`src/rtl/adc_read_ad7476_pkg.sv`:
```
// Shared definitions for the AD7476 serial read controller.
//   - FSM state encoding (3-bit state register)
//   - frame geometry: 16-bit frame = 4 leading zeros + 12 data bits
package adc_read_ad7476_pkg;

   typedef enum logic [2:0] {
      ST_IDLE     = 3'd0,
      ST_CS_SETUP = 3'd1,
      ST_SCLK_LO  = 3'd2,
      ST_SCLK_HI  = 3'd3,
      ST_CS_HI    = 3'd4
   } state_e;

   localparam int FRAME_LEN  = 16;
   localparam int LEAD_ZEROS = 4;
   localparam int DATA_W     = FRAME_LEN - LEAD_ZEROS;
   localparam int PHASE_W    = 16;

   // A frame is good when every leading bit read back as zero.
   function automatic logic lead_err(input logic [FRAME_LEN-1:0] frame);
      return |frame[FRAME_LEN-1 -: LEAD_ZEROS];
   endfunction

endpackage

```
`src/rtl/adc_read_ad7476_sync_2ff.sv`:
```
// Single-bit two-flop synchronizer for asynchronous board inputs.
// Ports:
//   clk_i  system clock
//   rst_i  synchronous active-high reset (clears both stages)
//   d_i    asynchronous input
//   q_o    synchronized output, two clk cycles of latency
module sync_2ff (
   input  logic clk_i,
   input  logic rst_i,
   input  logic d_i,
   output logic q_o
);

   logic meta_q;
   logic sync_q;

   always_ff @(posedge clk_i) begin
      if (rst_i) begin
         meta_q <= 1'b0;
         sync_q <= 1'b0;
      end else begin
         meta_q <= d_i;
         sync_q <= meta_q;
      end
   end

   assign q_o = sync_q;

endmodule

```
`src/rtl/adc_read_ad7476.sv`:
```
// Serial read controller for an AD7476-class 12-bit ADC.
// A one-cycle start strobe runs one 16-bit frame: CS low, 16 SCLK periods at
// DELAY_FACTOR clk cycles per half-period, MSB-first capture, quiet time, then
// the 12-bit sample is presented with a one-cycle valid pulse.
// Ports:
//   clk       system clock, posedge
//   rst       synchronous active-high reset
//   start     conversion request strobe (ignored while busy)
//   busy      high from accepted start until the result is delivered
//   data      last conversion result, held until the next one
//   valid     one-cycle pulse when data updates
//   zero_err  any of the 4 leading bits read as 1 (updates with valid)
//   cs        ADC chip select, active low
//   sclk      ADC serial clock, idles high
//   sdata     ADC serial data, asynchronous to clk
//
// state       | meaning
// ------------+--------------------------------------------------------
// ST_IDLE     | bus idle, waiting for start
// ST_CS_SETUP | cs low, sclk high, setup before first fall
// ST_SCLK_LO  | sclk low; bit captured on the final cycle
// ST_SCLK_HI  | sclk high; loop back until all 16 bits are taken
// ST_CS_HI    | cs high quiet time; result delivered on exit
module adc_read_ad7476
   import adc_read_ad7476_pkg::*;
#(
   parameter int unsigned DELAY_FACTOR = 10   // legal 4..65535
) (
   input  logic              clk,
   input  logic              rst,
   input  logic              start,
   output logic              busy,
   output logic [DATA_W-1:0] data,
   output logic              valid,
   output logic              zero_err,
   output logic              cs,
   output logic              sclk,
   input  logic              sdata
);

   localparam logic [PHASE_W-1:0] PHASE_LAST = PHASE_W'(DELAY_FACTOR - 1);
   localparam logic [3:0]         BIT_FIRST  = 4'(FRAME_LEN - 1);

   state_e                 state_q, state_d;
   logic [PHASE_W-1:0]     phase_q, phase_d;
   logic [3:0]             bit_q, bit_d;
   logic [FRAME_LEN-1:0]   shreg_q, shreg_d;
   logic [DATA_W-1:0]      data_q, data_d;
   logic                   zerr_q, zerr_d;
   logic                   valid_q, valid_d;
   logic                   cs_q, cs_d;
   logic                   sclk_q, sclk_d;
   logic                   busy_q, busy_d;

   logic                   sdata_s;
   logic                   phase_tc;
   logic                   accept;
   logic                   capture;
   logic                   deliver;

   sync_2ff u_sync_sdata (
      .clk_i (clk),
      .rst_i (rst),
      .d_i   (sdata),
      .q_o   (sdata_s)
   );

   assign phase_tc = (phase_q == PHASE_LAST);
   assign accept   = (state_q == ST_IDLE) && start;
   assign capture  = (state_q == ST_SCLK_LO) && phase_tc;
   assign deliver  = (state_q == ST_CS_HI) && phase_tc;

   // State register
   always_ff @(posedge clk) begin
      if (rst) begin
         state_q <= ST_IDLE;
      end else begin
         state_q <= state_d;
      end
   end

   // Next-state logic
   always_comb begin
      state_d = state_q;
      case (state_q)
         ST_IDLE: begin
            if (start) state_d = ST_CS_SETUP;
         end
         ST_CS_SETUP: begin
            if (phase_tc) state_d = ST_SCLK_LO;
         end
         ST_SCLK_LO: begin
            if (phase_tc) state_d = ST_SCLK_HI;
         end
         ST_SCLK_HI: begin
            if (phase_tc) state_d = (bit_q == 4'd0) ? ST_CS_HI : ST_SCLK_LO;
         end
         ST_CS_HI: begin
            if (phase_tc) state_d = ST_IDLE;
         end
         default: state_d = ST_IDLE;
      endcase
   end

   // Output decode. Decoding the next state and registering it keeps cs and
   // sclk glitch-free at the pins while matching the state timing exactly.
   always_comb begin
      cs_d   = 1'b1;
      sclk_d = 1'b1;
      busy_d = 1'b1;
      case (state_d)
         ST_IDLE:     busy_d = 1'b0;
         ST_CS_SETUP: cs_d   = 1'b0;
         ST_SCLK_LO: begin
            cs_d   = 1'b0;
            sclk_d = 1'b0;
         end
         ST_SCLK_HI:  cs_d   = 1'b0;
         ST_CS_HI:    cs_d   = 1'b1;
         default: begin
            cs_d   = 1'b1;
            sclk_d = 1'b1;
            busy_d = 1'b0;
         end
      endcase
   end

   // Phase counter clears on every state change and sits at zero in idle.
   always_comb begin
      if ((state_q == ST_IDLE) || (state_d != state_q)) begin
         phase_d = '0;
      end else begin
         phase_d = phase_q + 1'b1;
      end
   end

   always_comb begin
      bit_d = bit_q;
      if (accept) begin
         bit_d = BIT_FIRST;
      end else if ((state_q == ST_SCLK_HI) && phase_tc && (bit_q != 4'd0)) begin
         bit_d = bit_q - 1'b1;
      end
   end

   always_comb begin
      shreg_d = shreg_q;
      if (capture) begin
         shreg_d = {shreg_q[FRAME_LEN-2:0], sdata_s};
      end
   end

   always_comb begin
      data_d  = data_q;
      zerr_d  = zerr_q;
      valid_d = 1'b0;
      if (deliver) begin
         data_d  = shreg_q[DATA_W-1:0];
         zerr_d  = lead_err(shreg_q);
         valid_d = 1'b1;
      end
   end

   always_ff @(posedge clk) begin
      if (rst) begin
         phase_q <= '0;
         bit_q   <= '0;
         shreg_q <= '0;
         data_q  <= '0;
         zerr_q  <= 1'b0;
         valid_q <= 1'b0;
         cs_q    <= 1'b1;
         sclk_q  <= 1'b1;
         busy_q  <= 1'b0;
      end else begin
         phase_q <= phase_d;
         bit_q   <= bit_d;
         shreg_q <= shreg_d;
         data_q  <= data_d;
         zerr_q  <= zerr_d;
         valid_q <= valid_d;
         cs_q    <= cs_d;
         sclk_q  <= sclk_d;
         busy_q  <= busy_d;
      end
   end

   assign busy     = busy_q;
   assign data     = data_q;
   assign valid    = valid_q;
   assign zero_err = zerr_q;
   assign cs       = cs_q;
   assign sclk     = sclk_q;

endmodule
```
`config.mk`:
```
export PLATFORM = sky130hd
export DESIGN_NAME = adc_read_ad7476
export DESIGN_NICKNAME = d
export VERILOG_FILES = /design/src/rtl/adc_read_ad7476_pkg.sv /design/src/rtl/adc_read_ad7476_sync_2ff.sv /design/src/rtl/adc_read_ad7476.sv
export SDC_FILE = /design/constraint.sdc
export NUM_CORES = 1
export LEC_CHECK = 0
export CORE_ASPECT_RATIO = 0.6
export CORE_MARGIN = 3
export CORE_UTILIZATION = 59
export CTS_CLUSTER_DIAMETER = 80
export DETAILED_ROUTE_END_ITERATION = 10
export PLACE_DENSITY = 0.83
export SLEW_MARGIN = 0
export SYNTH_ARGS = -nofsm -noshare
export SYNTH_HDL_FRONTEND = slang
export SYNTH_HIERARCHICAL = 1
export SYNTH_SLANG_ARGS = --single-unit
```
`constraint.sdc`:
```
create_clock -name clk -period 3.2 [get_ports clk]
set_input_delay 0.8 -clock clk [delete_from_list [all_inputs] [get_ports clk]]
set_output_delay 0.8 -clock clk [all_outputs]
set_load 0.005 [all_outputs]
```
Word level (Yosys, flattened, before mapping) --
Cells that the tools add are included.
Operators by class: add/subtract/negate cells 2, multiply operators 0, div/mod/pow operators 0, magnitude comparators 0, eq/ne operators 10, shift-type cells 0, muxes and demuxes 13, bitwise gates (word level) 0, reduce and logical (&&, ||, !) cells 14
Operators with widths (count):
- $mux W3 | 6
- $add A16 B1 Y16 const B | 1
- $eq A16 B4 Y1 const B | 1
- $pmux W3 S5 | 1
- $eq A3 B2 Y1 const B | 4
- $mux W4 | 2
- $reduce_or A4 Y1 | 2
- $eq A3 B1 Y1 const B | 2
- $eq A3 B3 Y1 const B | 2
- $logic_and A1 B1 Y1 | 5
- $logic_not A4 Y1 | 1
- $mux W1 | 4
- $reduce_bool A4 Y1 | 1
- $sub A4 B1 Y4 const B | 1
- $logic_not A3 Y1 | 1
- $ne A3 B3 Y1 | 1
- $reduce_or A3 Y1 | 1
- $reduce_bool A2 Y1 | 1
- $reduce_or A2 Y1 | 1
- $logic_or A1 B1 Y1 | 1
Word-level totals: register bits after elaboration 58, latch bits 0, bits in writable memories 0, ROM bits 0, output and inout bits 17, word-level logic and storage cells 51, memories kept 0

Longest topological paths before layout --
Gate-level depths: netlist (run 1).
depth in word-level cells 7, depth in mapped cells 8, mapped depth without buffers 6

Cells and area by module --
Netlist (run 1), hierarchy kept.
By module, submodules not included:
- adc_read_ad7476 | instances 1, cells an instance 287, area an instance 2508.7 um^2
- sync_2ff | instances 1, cells an instance 4, area an instance 52.6 um^2

Worst setup path after synthesis (run 1) --
OpenSTA, ideal clock, no wires.
path kind reg-to-reg, from reg phase_q[0], to reg phase_q[6], library setup time 0.132 ns, data arrival time 1.642 ns, data required time 3.068 ns, setup slack 1.426 ns, cell stages (with the launch flop) 8, path buffers 2, cells stage by stage dfxtp_1 -> ha_1 -> nor4b_4 -> nand4_1 -> buf_2 -> a31oi_2 -> buf_2 -> a211oi_1
Between the ends: cells in the longest elaborated chain, start to end 6, elaborated cells between the ends (all ways) 10, classes of those cells add/sub (1); eq/ne (2); mux (5); reduce/logical (2)
Ends and longest elaborated chain:
- start: declaration | line adc_read_ad7476.sv:45 | logic [PHASE_W-1:0] phase_q, phase_d;
- start signal: assignment | line adc_read_ad7476.sv:176 | phase_q <= phase_d;
- $eq A16 B4 Y1 | line adc_read_ad7476.sv:68 | assign phase_tc = (phase_q == PHASE_LAST);
- $mux W3 (on tied branches)
- $pmux W3 S5 | line adc_read_ad7476.sv:85 | case (state_q)
- $ne A3 B3 Y1 | line adc_read_ad7476.sv:130 | if ((state_q == ST_IDLE) || (state_d != state_q)) begin
- $logic_or A1 B1 Y1 | line adc_read_ad7476.sv:130
- $reduce_or A2 Y1 (no line)
Parallel ways exist; a longest one is shown, timed or not. A chain may end at the register's enable or synchronous reset.

Worst setup path in the final report (run 1) --
from reg phase_q[13], to reg phase_q[2]
Between the ends: cells in the longest elaborated chain, start to end 6, elaborated cells between the ends (all ways) 9, classes of those cells eq/ne (2); mux (5); reduce/logical (2)
Ends and longest elaborated chain (line):
- $eq A16 B4 Y1 (*) | adc_read_ad7476.sv:68
- $mux W3 (on tied branches)
- $pmux W3 S5 (*) | adc_read_ad7476.sv:85
- $ne A3 B3 Y1 (*) | adc_read_ad7476.sv:130
- $logic_or A1 B1 Y1 (*) | adc_read_ad7476.sv:130
- $reduce_or A2 Y1 (no line) (*)
Every way passes the cells marked *; elsewhere a longest branch is shown, timed or not.

==> summary.md, run 1 <==
| Metric | Value |
|---|---|
| Run status | finished, final reports clean |
| Routed Antenna Nets | 0 |
| Post-CTS Setup Repair Bufs | 0 |
| Initial core utilization | 0.654 |
| Leading area contributor after synthesis | dfxtp_1 |
| Worst Hold Class | reg2reg |
| Synth Cell Area | 2560 um2 |
| Required @ worst endpoint | ~3.4 ns |
| DP Worst Slack | 0.752 ns |
| GRT overflow | 0 |
| PwrDens | 492 nW/um2 |
| Vias/cell | 6.14 |
| Nature of the critical path endpoint | register |
| Max Clock Skew | 0.00533 ns |
| Die height | 57.0 um |
| Avg Cell Area, Syn | 8.80 um2 |
| PostCTS Resize Cnt | 0 |
| Final setup violation count | 0 |
| Clk Latency, worst-skew pair | 0.35 ns |
| Kind of start point of the critical path | register |
| I/O pin cnt | 21 |
| Post-DR wirelength/cell | between 15 and 20 um |
| TritonCTS buffer count | 9 |
| Num rows | 17 |
| Final Core Density | 0.756 |
| Type of the worst setup path | reg2reg |
| Register-to-register setup slack | approximately 0.6 ns |
| Post-Syn Instances | 291 |
| Ys flop type | dfxtp_1 |
| Max incr delay on CP | 0.61 ns |
| Initial DRT Pass Iterations | 5 |
| Initial drt markers | approximately 200 |
| CTS Hold Bufs | 0 |
| GR Util All Layers | 0.234 |
| Ys async rst share | 0 |
| Post-synthesis sequential area ratio | 0.453 |
| Initial antenna violation count | 0 |
| RePlAce Congestion | 0.841 |
| Top cells by area, synth | dfxtp_1 (45%), a21oi_1 (6.4%), nand3_1 (6.4%), a211oi_1 (5.0%), o21ai_1 (4.5%) |
| Final Cycle Share | 0.812 |
| Final-report hold violation count | 0 |
| Met2 wire length | around 2.4 mm |
| Largest net degree at the start of global routing | 40 |
| Vias in the first global route | 2006 |
| Ys Warns | 6 |
| Crit path max fanout | 31 |
| Synthesized flop and latch total | a little under 60 |
| CP bufs+invs | 1 |
| Worst hold margin | 0.442 ns |
| Top routing layer in use | met4 |
| Leakage power | 0.885 nW |
| Final net count | 309 |
| Routed wl met3 | between 400 and 500 um |
| Final setup TNS | 0 ns |
| Worst-margin pin slew | 0.879 ns |
| Clock slew seen by the registers of the worst setup and hold paths | about 0.07 ns |
| Clk sinks | 58 |
| CTS max path bufs | 2 |
| Routed WL | 5.77 mm |
| Synth top area share | 0.453 |
| Crit path cell chain | nor3_1 -> nand4_1 -> buf_4 -> o21ai_2 -> a211oi_1 |
| Detailed-placement wirelength estimate | 3.67 mm |
| Post-synth cell types | 40 |
| Clk root buf | clkbuf_8 |
| Net Count, Synth | approximately 300 |
| Post-synth EDFFs | 0 |
| Die X | 91.1 um |
| N_diodes | 0 |
| H-tree lvl count | 3 |
| PortBufs | 20 |
| Min Tclk post-route | 2.60 ns |
| Slew Viols, Final | 0 |
| Worst VDD drop | between 0.3 and 0.4 mV |
| Max Cap Viol | 0 |
| Slowest stage cell on the critical path | o21ai_2 |
| Global-route wire length before repair | 9.67 mm |
| CP delay by family, top | simple AND/OR/NAND/NOR gates |
| Via count | 2235 |
| Arr. time, crit path | 2.78 ns |
| CTS tree | yes |
| DRT met1 WL | 2.83 mm |
| Layout cells sized above 1 | 0.0912 |
| RSZ-0062 raised after global routing | no |
| Area grow syn2layout | 15.5% |
| Die area | between 5000 and 6000 um2 |
| Placeable Area | ~4000 um2 |
| Peak Freq | 385 MHz |
| # DRC | 0 |
| Final WS setup | 0.600 ns |
| Fill cells | 296 |
| Slew Limit Headroom | 0.412 |
power breakdown:
part	total [mW]	switching [mW]	internal [mW]
combinational	0.0546	0.0338	0.0208
clock	0.663	0.306	0.357
sequential	0.739	0.00824	0.731
sequential cells by signal (all words and copies together), names as in the netlist:
signal and count:
shreg_q 16, sclk 1, u_sync_sdata/meta_q 1, valid 1, u_sync_sdata/q_o 1, cs 1, busy 1, state_q 3
bit_q 4, phase_q 16, data 12, zero_err 1
kinds of logic (layout without fill, tap and decap cells):
| family | after synthesis | after routing | share of synthesized area |
|---|---|---|---|
| AND/OR/NAND/NOR | 93 | 93 | 0.222 |
| AO/OA/AOI/OAI | 92 | 92 | 0.213 |
| flip-flops | 58 | 58 | 0.453 |
| buffers and inverters | 31 | 47 | 0.0489 |
| XOR/XNOR | 14 | 14 | 0.0479 |
| adder cells (fa/ha/maj) | 3 | 3 | 0.0147 |
metrics by stage:
stage                     power, mW  cell area [um2]  std cells
final                          1.46             2960        364
after global routing           1.51             2960        364
after CTS                      1.46             2960        364
after detailed placement      0.808             2760        348
after global placement        0.807             2760        348
after floorplan               0.790             2560        291
cells in the mapped netlist (4+ instances only):
library cell,count
nor2_1,5
o21ai_1,23
buf_2,7
nor4_1,4
nand2_1,8
a21oi_1,33
clkbuf_1,16
dfxtp_1,58
o21ai_0,7
inv_1,7
nor2b_1,4
xnor2_1,13
nand4_1,7
nand3_1,33
a211oi_1,17
nor3_1,7
layer usage:
layer	GRT usage	vias up
li1	-	1096
met1	0.331	1057
met2	0.339	75
met3	0.0883	7
met4	0.0536	0
met5	0	-
placed cells by master (no fill, tap or decap), drive strengths merged, types with 4 or more instances in the layout:
| cell type | instances |
|---|---|
| nor2b | 4 |
| xnor2 | 13 |
| o21ai | 31 |
| dfxtp | 58 |
| a31oi | 4 |
| a211oi | 17 |
| buf | 4 |
| inv | 7 |
| nor2 | 5 |
| nand2 | 8 |
| nor3 | 7 |
| nor4 | 5 |
| nand3 | 33 |
| nand4 | 7 |
| clkinv | 5 |
| or2 | 4 |
| a21oi | 33 |
| clkbuf | 9 |
| clkdlybuf4s50 | 20 |
area by class of cell:
| cell class | instances | area [um2] | area share |
|---|---|---|---|
| Clock buffer | 9 | 124 | 0.0419 |
| Clock inverter | 7 | 70.1 | 0.0237 |
| Inverter | 7 | 26.3 | 0.00888 |
| Multi-Input combinational cell | 202 | 1270 | 0.431 |
| Sequential cell | 58 | 1160 | 0.393 |
| Tap cell | 57 | 71.3 | 0.0241 |
| Timing Repair Buffer | 24 | 230 | 0.0778 |
path summary, 6_finish.rpt:
| path | start | endpoint | cells after the start |
|---|---|---|---|
| max | phase_q[13]$_SDFF_PP0_ | phase_q[2]$_SDFF_PP0_ | 5 |
| min | u_sync_sdata/meta_q$_SDFF_PP0_ | u_sync_sdata/q_o$_SDFF_PP0_ | 1 |
| max reg2reg | phase_q[13]$_SDFF_PP0_ | phase_q[2]$_SDFF_PP0_ | 5 |
| min reg2reg | u_sync_sdata/meta_q$_SDFF_PP0_ | u_sync_sdata/q_o$_SDFF_PP0_ | 1 |
(Power assumes the default switching activity.)
==> run 2, diff against run 1 <==
Settings changed: CORE_UTILIZATION 59 to 57, PLACE_DENSITY 0.83 to 0.8.
Clock period 3.2 ns to 2.7 ns, I/O delays scaled along.
==> summary.md, run 2 (synthesis gave the netlist of run 1 again) <==
| Metric | Value |
|---|---|
| Worst Hold Class | reg2reg (unchanged) |
| Type of the worst setup path | reg2reg (unchanged) |
| TritonCTS buffer count | 9 (unchanged) |
| Area grow syn2layout | 17.5% (was 15.5%) |
| Final-report hold violation count | 0 (unchanged) |
| Final WS setup | 0.259 ns (was 0.600 ns) |
| Max Clock Skew | 0.00609 ns (was 0.00533 ns) |
| Global-route wire length before repair | 10.2 mm (was 9.67 mm) |
| GRT overflow | 0 (unchanged) |
| Commonest non-fill, non-tap cell in the layout | dfxtp_1 (unchanged) |
| Final Cycle Share | 0.904 (was 0.812) |
| CTS tree | yes (unchanged) |
| Worst VDD drop | 0.460 mV (was 0.332 mV) |
| Clk Latency, worst-skew pair | 0.34 ns (was 0.35 ns) |
| Worst-margin pin slew | 0.760 ns (was 0.879 ns) |
| RSZ-0062 raised after global routing | no (unchanged) |
| Max Cap Viol | 0 (unchanged) |
| Slowest stage cell on the critical path | o21ai_2 (unchanged) |
| Routed Antenna Nets | 0 (unchanged) |
| Final net count | 313 (was 309) |
| Critical path depth | 5 (unchanged) |
| GR Util All Layers | 0.246 (was 0.234) |
| H-tree lvl count | 3 (unchanged) |
| Die area | 5360 um2 (was 5190 um2) |
| Slew Limit Headroom | 0.493 (was 0.412) |
| Slew Viols, Final | 0 (unchanged) |
| Detailed-placement wirelength estimate | 3.91 mm (was 3.67 mm) |
| Register-to-register setup slack | 0.26 ns (was 0.60 ns) |
| Arr. time, crit path | 2.62 ns (was 2.78 ns) |
| Initial DRT Pass Iterations | 5 (unchanged) |
| Clk sinks | 58 (unchanged) |
| Num rows | 18 (was 17) |
| Die height | 57.9 um (was 57.0 um) |
| # DRC | 0 (unchanged) |
| Run status | finished, final reports clean (unchanged) |
| Clock slew seen by the registers of the worst setup and hold paths | 0.07 ns (about the same) |
| Final setup violation count | 0 (unchanged) |
| Crit path max fanout | 16 (was 31) |
| Via count | 2289 (was 2235) |
| N_diodes | 0 (unchanged) |
| CTS max path bufs | 2 (unchanged) |
| Post-DR wirelength/cell | 16.3 um (was 15.9 um) |
| Die X | 92.5 um (was 91.1 um) |
| Largest net degree at the start of global routing | 38 (was 40) |
| Clk root buf | clkbuf_8 (unchanged) |
| Initial core utilization | 0.608 (was 0.654) |
| Vias/cell | 6.17 (was 6.14) |
| Nature of the critical path endpoint | register (unchanged) |
| PwrDens | 579 nW/um2 (was 492 nW/um2) |
| Vias in the first global route | 2046 (was 2006) |
| Routed WL | 6.07 mm (was 5.77 mm) |
| R2R depth | 5 (unchanged) |
| Crit path cell chain | ha_1 -> nor4b_4 -> nand4_1 -> o21ai_2 -> a211oi_1 (was nor3_1 -> nand4_1 -> buf_4 -> o21ai_2 -> a211oi_1) |
| Most frequent cells in the layout | dfxtp_1 (58), a21oi_1 (33), nand3_1 (33) (unchanged) |
| Layout cells sized above 1 | 0.103 (was 0.0912) |
| CP delay by family, top | compound AO/OA/AOI/OAI gates (was simple AND/OR/NAND/NOR gates) |
| I/O pin cnt | 21 (unchanged) |
| CP bufs+invs | 0 (was 1) |
| CTS Hold Bufs | 0 (unchanged) |
| DP Worst Slack | 0.304 ns (was 0.752 ns) |
| Peak Freq | 410 MHz (was 385 MHz) |
| Hold path depth | 2 (was 1) |
| Placeable Area | 4210 um2 (was 3910 um2) |
| Max incr delay on CP | 0.80 ns (was 0.61 ns) |
| Leakage power | 0.901 nW (was 0.885 nW) |
| Final setup TNS | 0 ns (unchanged) |
| Required @ worst endpoint | 2.88 ns (was 3.38 ns) |
| Kind of start point of the critical path | register (unchanged) |
| Min Tclk post-route | 2.44 ns (was 2.60 ns) |
| Initial antenna violation count | 0 (unchanged) |
| Initial drt markers | 270 (was 199) |
| PortBufs | 20 (unchanged) |
| RePlAce Congestion | 0.784 (was 0.841) |
## run 2: area by class of cell
class / count / area, um2
Clock inverter: 6 / 66.3
Inverter: 7 / 26.3
Fill cell: 347 / 1200
Clock buffer: 10 / 138
Multi-Input combinational cell: 202 / 1280
Tap cell: 60 / 75.1
Timing Repair Buffer: 28 / 260
Sequential cell: 58 / 1160
## run 2: worst min-delay path: stages, from the launching register on
cell and delay (ns):
dfxtp_1 0.30, nand3_1 0.06, a21oi_1 0.06
## run 2: worst paths after layout
check | from | endpoint
worst min-delay path | u_sync_sdata/q_o$_SDFF_PP0_ | shreg_q[0]$_SDFFE_PP0P_
worst min register to register | u_sync_sdata/q_o$_SDFF_PP0_ | shreg_q[0]$_SDFFE_PP0P_
worst max register to register | phase_q[0]$_SDFF_PP0_ | phase_q[5]$_SDFF_PP0_
worst max-delay path | phase_q[0]$_SDFF_PP0_ | phase_q[5]$_SDFF_PP0_
## run 2: where the power goes
group          internal (mW)  switching [mW]
logic                 0.0278          0.0426
registers              0.866          0.0106
clock network          0.450           0.346
total                   1.34           0.399
## run 2: layer usage
| layer | global-route usage | vias up | share of wire |
|---|---|---|---|
| met1 | 0.361 | 1077 | 0.48 |
| met4 | 0.0973 | 0 | 0.012 |
| met5 | 0 | - | 0 |
| li1 | - | 1100 | - |
| met2 | 0.342 | 101 | 0.43 |
| met3 | 0.0687 | 11 | 0.079 |
## run 2: per-stage QoR
stage	area, um2	hold WS (ns)	util	power, mW	std cells
5_1_grt	3010	0.489	0.715	1.80	371
3_5_place_dp	2800	0.450	0.664	0.962	355
4_1_cts	3000	0.473	0.713	1.75	371
6_report	3010	0.477	0.715	1.74	371
3_3_place_gp	2800	0.440	0.664	0.960	355
2_1_floorplan	2560	0.414	-	0.936	291
## run 2: timing repair
| item | in CTS | in global routing |
|---|---|---|
| endpoints found under the setup margin | 0 | 1 |
| setup buffers | 0 | 0 |
| gates resized for setup | 0 | 1 |
==> run 3, diff against run 2 <==
Settings changed: CORE_ASPECT_RATIO 0.6 to 1.25, PLACE_DENSITY 0.8 to 0.81, SYNTH_HIERARCHICAL 1 to not set, TNS_END_PERCENT set to 20.
==> summary.md, run 3 <==
| Metric | Value |
|---|---|
| Cell with the most instances after synthesis | dfxtp_1 (unchanged) |
| GR Util All Layers | 0.221 (was 0.246) |
| Sequential Power Share | 0.509 (was 0.503) |
| Kind of start point of the critical path | register (unchanged) |
| Reg2reg end | zero_err$_SDFFE_PP0P_ (was phase_q[5]$_SDFF_PP0_) |
| Net Count, Synth | 290 (was 298) |
| RSZ-0062 raised after global routing | no (unchanged) |
| Nature of the critical path endpoint | register (unchanged) |
| Ys Warns | 0 (was 6) |
| Register-to-register setup slack | 0.65 ns (was 0.26 ns) |
| Top cells by area, synth | dfxtp_1 (46%), nand3_1 (6.8%), a21oi_1 (6.4%), o21ai_0 (6.0%), xnor2_1 (4.6%) (was dfxtp_1 (45%), a21oi_1 (6.4%), nand3_1 (6.4%), a211oi_1 (5.0%), o21ai_1 (4.5%)) |
| PwrDens | 590 nW/um2 (was 579 nW/um2) |
| Arr. time, crit path | 2.30 ns (was 2.62 ns) |
| Peak Freq | 488 MHz (was 410 MHz) |
| Global-route wire length before repair | 8.96 mm (was 10.2 mm) |
| Final-report hold violation count | 0 (unchanged) |
| Worst VDD drop | 0.553 mV (was 0.460 mV) |
| Clock slew seen by the registers of the worst setup and hold paths | 0.07 ns (about the same) |
| Clk root buf | clkbuf_8 (unchanged) |
| I/O pin cnt | 21 (unchanged) |
| PortBufs | 20 (unchanged) |
| Design area | 2920 um2 (was 3010 um2) |
| Final setup TNS | 0 ns (unchanged) |
| Vias/cell | 5.89 (was 6.17) |
| Crit path max fanout | 17 (was 16) |
| Slew Limit Headroom | 0.610 (was 0.493) |
| Max Cap Viol | 0 (unchanged) |
| Commonest non-fill, non-tap cell in the layout | dfxtp_1 (unchanged) |
| CTS Hold Bufs | 0 (unchanged) |
| Max incr delay on CP | 0.46 ns (was 0.80 ns) |
| CTS max path bufs | 2 (unchanged) |
| Final Power | 1.72 mW (was 1.74 mW) |
| Synth top area share | 0.465 (was 0.453) |
| Internal power | 1.34 mW (about the same) |
| TritonCTS buffer count | 9 (unchanged) |
| CTS tree | yes (unchanged) |
| Post-synthesis sequential area ratio | 0.465 (was 0.453) |
| Num rows | 26 (was 18) |
| Final setup violation count | 0 (unchanged) |
| Most frequent cells after synthesis | dfxtp_1 (58), nand3_1 (34), a21oi_1 (32) (was dfxtp_1 (58), a21oi_1 (33), nand3_1 (33)) |
| Avg Cell Area, Syn | 8.83 um2 (was 8.80 um2) |
| Vias in the first global route | 1924 (was 2046) |
| Placeable Area | 4160 um2 (was 4210 um2) |
| R2R depth | 6 (was 5) |
| Run status | finished, final reports clean (unchanged) |
| Fill cells | 355 (was 347) |
| Area grow syn2layout | 16.8% (was 17.5%) |
| Min Tclk post-route | 2.05 ns (was 2.44 ns) |
| # DRC | 0 (unchanged) |
| Routed WL | 5.13 mm (was 6.07 mm) |
| WHS Endpoint | u_sync_sdata.q_o$_SDFF_PP0_ (was shreg_q[0]$_SDFFE_PP0P_) |
| Slowest stage cell on the critical path | and4_1 (was o21ai_2) |
| Dpl cell area | 2720 um2 (was 2800 um2) |
| RR Startpoint | phase_q[0]$_SDFF_PP0_ (unchanged) |
| H-tree lvl count | 3 (unchanged) |
| RePlAce Congestion | 0.767 (was 0.784) |
| Leading area contributor after synthesis | dfxtp_1 (unchanged) |
| Max Clock Skew | 0.0107 ns (was 0.00609 ns) |
| Required @ worst endpoint | 2.95 ns (was 2.88 ns) |
| Layout cells sized above 1 | 0.0984 (was 0.103) |
| N_diodes | 0 (unchanged) |
| Hold path depth | 1 (was 2) |
| Logic pwr share | 0.034 (was 0.040) |
| Die area | 5220 um2 (was 5360 um2) |
| Die height | 80.0 um (was 57.9 um) |
| Leakage power | 0.912 nW (was 0.901 nW) |
| Crit path cell chain | ha_1 -> nor3b_2 -> and4_1 -> buf_4 -> a21oi_1 -> a311oi_1 (was ha_1 -> nor4b_4 -> nand4_1 -> o21ai_2 -> a211oi_1) |
| Routed Antenna Nets | 0 (unchanged) |
| Detailed-placement wirelength estimate | 3.30 mm (was 3.91 mm) |
| Worst Hold Launch | u_sync_sdata.meta_q$_SDFF_PP0_ (was u_sync_sdata/q_o$_SDFF_PP0_) |
| Synthesized flop and latch total | 58 (unchanged) |
| Synth Cell Area | 2500 um2 (was 2560 um2) |
| Final net count | 307 (was 313) |
| Via count | 2128 (was 2289) |
| Initial antenna violation count | 0 (unchanged) |
| Most frequent cells in the layout | dfxtp_1 (58), nand3_1 (34), a21oi_1 (32) (was dfxtp_1 (58), a21oi_1 (33), nand3_1 (33)) |
| Sw Share | 0.221 (was 0.229) |
| Ys async rst share | 0 (unchanged) |
| Slew Viols, Final | 0 (unchanged) |
| Worst-margin pin slew | 0.584 ns (was 0.760 ns) |
| Die X | 65.2 um (was 92.5 um) |
| Ys flop type | dfxtp_1 (unchanged) |
| DP Worst Slack | 0.493 ns (was 0.304 ns) |
| Post-Syn Instances | 283 (was 291) |
| Largest net degree at the start of global routing | 37 (was 38) |
| Switch Pwr | 381 uW (was 399 uW) |
| Final Cycle Share | 0.759 (was 0.904) |
| Clk Latency, worst-skew pair | 0.34 ns (about the same) |
| Initial core utilization | 0.600 (was 0.608) |
| Initial DRT Pass Iterations | 4 (was 5) |
| Post-DR wirelength/cell | 14.2 um (was 16.3 um) |
| GRT overflow | 0 (unchanged) |
| Post-synth cell types | 42 (was 40) |
| Clock Power Share | 0.457 (about the same) |
| Final WS setup | 0.650 ns (was 0.259 ns) |
| Post-CTS Setup Repair Bufs | 0 (unchanged) |
| Clk sinks | 58 (unchanged) |
| Type of the worst setup path | reg2reg (unchanged) |
| Initial drt markers | 165 (was 270) |
| PostCTS Resize Cnt | 0 (unchanged) |
| Post-synth EDFFs | 0 (unchanged) |
| Worst Hold Class | reg2reg (unchanged) |
-- run 3: cell count changes in the layout (fill, tap and decap cells not counted), moves of 3 or more --
| cell | delta |
|---|---|
| nand4_1 | -3 |
| o21ai_1 | -23 |
| nor4b_1 | +3 |
| a211oi_1 | -12 |
| clkinvlp_4 | -3 |
| nand2_1 | -4 |
| o21ai_0 | +23 |
| nor2_1 | +18 |
-- run 3: logic make-up after synthesis --
logic type,Yosys count,share of synthesized area
muxes,1,0.00451
xor gates and xnor gates,14,0.0491
adders and majority gates,3,0.0150
AOI/OAI and AO/OA,75,0.164
and+or+nand+nor,106,0.257
DFF,58,0.465
buffers and inverters,26,0.0451
-- run 3: worst max-delay path by stage --
stage / cells after the start / endpoint / start
floorplan: 6 / bit_q[3]$_SDFFE_PP0P_ / bit_q[0]$_SDFFE_PP0P_
global placement: 3 / bit_q[1]$_SDFFE_PP0P_ / start
detailed placement: 3 / bit_q[1]$_SDFFE_PP0P_ / start
CTS: 6 / zero_err$_SDFFE_PP0P_ / phase_q[0]$_SDFF_PP0_
global route: 6 / zero_err$_SDFFE_PP0P_ / phase_q[0]$_SDFF_PP0_
finish: 6 / zero_err$_SDFFE_PP0P_ / phase_q[0]$_SDFF_PP0_
-- run 3: layout make-up --
cell class,count,area (um2),share of cell area
clock buffer,11,141,0.0484
inverter,6,22.5,0.00772
timing repair buffer,26,245,0.0840
clock inverter,5,53.8,0.0184
multi-input combinational,199,1220,0.420
sequential,58,1160,0.398
tap,56,70.1,0.0240
-- run 3: critical path, delay by kind of cell (launching register included) --
family,cells,cell delay (ns)
AO/OA/AOI/OAI,2,0.34
buffers and inverters,1,0.28
AND/OR/NAND/NOR,2,0.74
adder cells (fa/ha/maj),1,0.20
flip-flops,1,0.39
-- run 3: layer usage --
layer  part of all wire  track usage
met5                  0            0
met4              0.024        0.108
met3              0.036       0.0648
met2               0.50        0.353
met1               0.44        0.271
-- run 3: power groups by stage --
stage / clock (mW) / sequential (mW) / combinational [mW]
5_1_grt: 0.833 / 0.877 / 0.0662
4_1_cts: 0.797 / 0.876 / 0.0585
2_1_floorplan: 0 / 0.891 / 0.0413
3_5_place_dp: 0 / 0.895 / 0.0575
6_report: 0.787 / 0.876 / 0.0582
3_3_place_gp: 0 / 0.895 / 0.0566
-- run 3: through the flow --
step	hold slack, ns	util	cells
after floorplan	0.414	-	283
after global placement	0.424	0.654	345
after detailed placement	0.428	0.654	345
after CTS	0.447	0.701	361
after global routing	0.476	0.701	361
final	0.442	0.701	361
